## config.mk

```make
export PLATFORM = sky130hd
export DESIGN_NAME = scrambler_x58_param
export DESIGN_NICKNAME = d
export VERILOG_FILES = /design/src/rtl/scrambler_x58_param.sv
export SDC_FILE = /design/constraint.sdc
export NUM_CORES = 1
export LEC_CHECK = 0
export CORE_MARGIN = 4
export CORE_UTILIZATION = 40
export CTS_BUF_LIST = sky130_fd_sc_hd__clkbuf_16
export CTS_CLUSTER_SIZE = 14
export DETAILED_ROUTE_END_ITERATION = 6
export GPL_TIMING_DRIVEN = 1
export PLACE_DENSITY_LB_ADDON = 0.12
export SYNTH_ARGS = -nofsm -noshare
export SYNTH_HDL_FRONTEND = slang
export SYNTH_SLANG_ARGS = --single-unit
```

## constraint.sdc

```tcl
create_clock -name i_txc -period 1.7 [get_ports i_txc]
set_clock_uncertainty 0.05 [all_clocks]
set_input_delay 0.34 -clock i_txc [delete_from_list [all_inputs] [get_ports i_txc]]
set_output_delay 0.34 -clock i_txc [all_outputs]
set_load 0.1 [all_outputs]
```

## src/rtl/scrambler_x58_param.sv

```systemverilog
// scrambler_x58_param: self-synchronous 1 + x^39 + x^58 scrambler (MODE=0) / descrambler (MODE=1).
// Define SCRAMBLER_SEED_LOAD_EN to add a run-time seed load port pair.
module scrambler_x58_param #(
    parameter int          DATA_WIDTH = 64,
    parameter int          MODE       = 0,
    parameter logic [57:0] SEED       = 58'h3FF_FFFF_FFFF_FFFF
) (
    input  logic                  i_txc,
    input  logic                  i_reset_n,
    input  logic                  i_init_done,
    input  logic                  i_tx_pause,
    input  logic                  i_valid,
    input  logic [DATA_WIDTH-1:0] i_txd,
`ifdef SCRAMBLER_SEED_LOAD_EN
    input  logic                  i_seed_load,
    input  logic [57:0]           i_seed,
`endif
    output logic [DATA_WIDTH-1:0] o_txd,
    output logic                  o_valid
);
    generate
        if (!(DATA_WIDTH == 32 || DATA_WIDTH == 64) || MODE < 0 || MODE > 1) begin : g_bad_param
            $error("scrambler_x58_param: DATA_WIDTH must be 32 or 64 and MODE 0 or 1");
        end
    endgenerate
    logic [57:0]           s_q, s_d;
    logic [DATA_WIDTH-1:0] txd_q, y_d;
    logic                  valid_q, adv;
    assign adv = i_init_done & i_valid & ~i_tx_pause;
    // Bit 0 goes first, so each later bit sees the state already shifted by the earlier ones.
    always_comb begin
        s_d = s_q;
        y_d = '0;
        for (int i = 0; i < DATA_WIDTH; i++) begin
            y_d[i] = i_txd[i] ^ s_d[38] ^ s_d[57];
            s_d    = {s_d[56:0], (MODE == 0) ? y_d[i] : i_txd[i]};
        end
    end
    always_ff @(posedge i_txc or negedge i_reset_n) begin
        if (!i_reset_n) begin
            s_q     <= SEED;
            txd_q   <= '0;
            valid_q <= 1'b0;
        end
`ifdef SCRAMBLER_SEED_LOAD_EN
        else if (i_seed_load) begin
            s_q     <= i_seed;
            valid_q <= 1'b0;
        end
`endif
        else begin
            valid_q <= adv;
            if (adv) begin
                s_q   <= s_d;
                txd_q <= y_d;
            end
        end
    end
    assign o_txd   = txd_q;
    assign o_valid = valid_q;
endmodule

```

---- Word-level counts from Yosys, hierarchy flattened ----
Cells that the tools add are included.
storage, ports and cells
  bits in registers ....................... 123
  bits of input ports ..................... 69
  output and inout port bits .............. 65
  word-level logic and storage cells ...... 134
cells by class
  bitwise logic cells ..................... 131
operators with widths
  cell               count
  1-bit bitwise XOR  128
  1-bit bitwise AND  2
  1-bit inverter     1

---- Logic depth before layout (Yosys ltp) ----
  depth in word-level cells ............... 4
  depth in mapped cells ................... 6
  gate-level depth less buffers ........... 3

---- Worst setup path after synthesis ----
OpenSTA, ideal clock, no wires.
  path type ............................... register to register
  from .................................... reg s_q[23]
  to ...................................... reg txd_q[54], in the netlist o_txd[54]
  setup time .............................. 133 ps
  arrival ................................. 1184 ps
  required time ........................... 1517 ps
  path slack .............................. 333 ps
  stages on the path, launching flop included .. 4
  path buffers ............................ 0
  period minus slack after synthesis ...... 1367 ps
  path through ............................ dfstp_2 xnor3_1 xnor2_1 o21ai_0
between the ends
  longest elaborated chain between the ends .. 4
RTL lines
  what                            line  text
  from (decl)                     26    logic [57:0] s_q, s_d;
  from (signal assigned)          41    s_q <= SEED;
  from (signal assigned)          54    s_q <= s_d;
  1-bit bitwise XOR (4 in a row)  35    y_d[i] = i_txd[i] ^ s_d[38] ^ s_d[57];
  to (signal assigned)            55    txd_q <= y_d;
  to (decl)                       27    logic [DATA_WIDTH-1:0] txd_q, y_d;
No other way between the ends.
A chain may end at the register's enable or synchronous reset.

---- Worst setup path in the final report ----
  from .................................... reg s_q[16]
  to ...................................... reg txd_q[61], in the netlist o_txd[61]
The elaborated chain is that of the path after synthesis.

==> results by group <==
Drt
  – Detailed Routing Iterations Pass 1: 4
  – Initial DRC count: 225
  – Via/cell ratio: 4.80
  – Drt drc: 0
  – Via Count: between 3000 and 4000
  – Wire length per cell: 16.7 um
  – Final wirelength: approximately 13000 um
  – Final ANT Viol Nets: 0

Layout
  – Layout net count: about 680
  – N_diodes: 0
  – Area Overhead vs Synth: 49.2%
  – Share of cells above drive strength 1: approximately 28%
  – Util after Layout: 62.0%

Yosys
  – Post-synthesis mux area share: 0%
  – Sequential area share after synthesis: 53.8%
  – Cells after Synth: 454
  – Netlist cell types: 14
  – Xor and xnor area share after synthesis: 24.8%
  – Mapped Area: 5860 sq um
  – Post-Synth Simple-Gate Area: 6.04%
  – Compound-cell area share of the yosys netlist: 13.2%
  – Synth warn: 0
  – Synth Register Bits: between 100 and 150
  – Syn avg cell area: approximately 13 sq um
  – Post-synthesis adder-cell area fraction: 0%
  – Synthesized netlist net count: 523
  – Largest family of logic cells by synthesized area: XOR/XNOR gates

STA
  – Min Tclk post-route: ~1.6 ns
  – Fin. Hold Viols: 0
  – Worst slew pin tran: 0.376 ns
  – RSZ-0062 raised after global routing: false
  – Slew margin rel.: 74.9%
  – Final slew viol count: 0
  – Sum Neg Setup Slack: 0 ns
  – Final period utilization: a little over nine tenths
  – Setup violations, final: 0
  – Fmax: 622 MHz

Global route
  – Pin count of the biggest net entering global routing: 84
  – Grt total ovfl: 0
  – First-pass GRT wire length: roughly 21000 um
  – Antenna violations before repair: 0
  – Vias in the first global route: 4027
  – GRT Util Overall: 16.9%

Critical path
  – Critical Path RT: 1.93 ns
  – Worst setup EP type: flip-flop
  – CP max stage cell: dfstp_2
  – CP Buf/Inv Count: 1
  – Critical Path Start Type: flip-flop
  – WP data arrival: 1.84 ns
  – Worst path max stage delay: 0.58 ns
  – Worst-path cell chain: xnor3_1 > xnor2_1 > buf_4 > o21ai_0
  – Crit path kind: reg -> reg
  – Cell family with most CP delay: XOR/XNOR gates
  – Max FO, Critical Path: 4

Floorplanning
  – Rows: 43
  – Core ar.: between 10000 and 15000 sq um
  – Initial Util: about two fifths
  – IO Count: 134
  – Die area: 16700 sq um
  – Die span in y: 129 um
  – Die width: ~130 um

CTS
  – Clock-pin slew on the worst setup and hold paths: 0.05 ns
  – CTS tree: built
  – Post-CTS Setup Inserts: 0
  – H-tree Lvls: 4
  – Clk Latency, worst-skew pair: around 0.42 ns
  – CTS Buffer Depth: 2
  – Num Clock Sinks: 123
  – Clk root buf: clkbuf_16
  – Clock buffer count from CTS: 17

Placed design
  – GPL Wtd Cong: 0.791
  – Port Buf Inserts: 133
  – Post-DP HPWL: 10200 um

Job
  – Max cap viols: 0

Hold path
  – Hold WC Path Type: in -> async

Status
  – Status: complete, no violations
worst register-to-register path, stage by stage (launching register included):
cell and delay (ns):
dfstp_2 0.58, xnor3_1 0.42, xnor2_1 0.20, buf_4 0.16, o21ai_0 0.07
flip-flops by register name, indices dropped and copies added (netlist names):
| register | count |
|---|---|
| o_txd | 64 |
| s_q | 58 |
| o_valid | 1 |
through the flow:
step	hold WS [ns]	setup slack, ns	cells	area (sq um)
final	0.346	0.0929	799	8740
after global routing	0.366	0.0358	799	8740
after CTS	0.337	0.0530	799	8730
after detailed placement	0.235	-0.150	766	8210
after global placement	0.237	-0.153	766	8210
after floorplan	-0.00559	0.333	454	5860
path summary, 6_finish.rpt:
path | start | end | slack, ns | depth (start not counted)
max | s_q[16] | o_txd[61] | 0.09 | 4
min | i_reset_n | o_valid | 0.35 | 2
max reg2reg | s_q[16] | o_txd[61] | 0.09 | 4
min reg2reg | s_q[6] | s_q[6] | 0.45 | 2
max in group asynchronous | i_reset_n | s_q[18] | 0.67 | 3
min in group i_txc | s_q[6] | s_q[6] | 0.45 | 2
synthesized netlist by cell type (all sizes together):
master	instances	area share, %
dfstp	58	26
nand3b	1	0.34
xnor3	45	17
a21o	66	8.5
inv	1	0.064
buf	14	1.6
nor2	33	2.1
clkbuf	9	0.58
nand2	56	3.6
o21ai	56	4.8
xnor2	50	7.5
dfrtp	65	28
routing by layer:
layer  vias up  part of all wire, %  wire length [um]  GRT usage (%)
met5         -                    0                 0              0
met4         0                  1.5               197           5.93
met3        18                  5.4               726           5.11
met2       101                   49              6560           26.9
met1      1876                   44              5880           22.1
li1       1838                    -                 -              -
cell families after synthesis:
family | after synthesis
AO/OA/AOI/OAI | 122
AND/OR/NAND/NOR | 90
buffers and inverters | 24
XOR/XNOR | 95
flip-flops | 123
area by class of cell:
class                   instances  area [sq um]
fillers                      1167          5350
inverters                       1          3.75
clock inverters                15          93.8
flip-flops and latches        123          3150
multi-input cells             307          2590
repair buffers                156          2250
well taps                     180           225
clock buffers                  17           425
what timing repair did:
item | in CTS | in global routing
endpoints found under the hold margin | 13 | 0
hold buffers | 1 | 0
setup endpoints to repair | 0 | 1
gates resized for setup | 0 | 1
cells in the final DEF, fill, tap and decap left out:
master | Yosys | layout
buf_12 | 0 | 73
clkdlybuf4s50_1 | 0 | 67
a21o_1 | 66 | 66
dfrtp_1 | 65 | 65
dfstp_2 | 58 | 58
nand2_1 | 56 | 56
o21ai_0 | 56 | 56
xnor2_1 | 50 | 49
xnor3_1 | 45 | 45
nor2_1 | 33 | 33
clkbuf_16 | 0 | 17
buf_4 | 1 | 15
clkinv_2 | 0 | 9
inv_1 | 1 | 3
clkinv_1 | 0 | 3
nand3b_4 | 1 | 1
xnor2_2 | 0 | 1
bufinv_16 | 0 | 1
dlygate4sd3_1 | 0 | 1
Power is not shown: default switching activity piles up to over one toggle a cycle in this logic, so the estimate is an artifact.
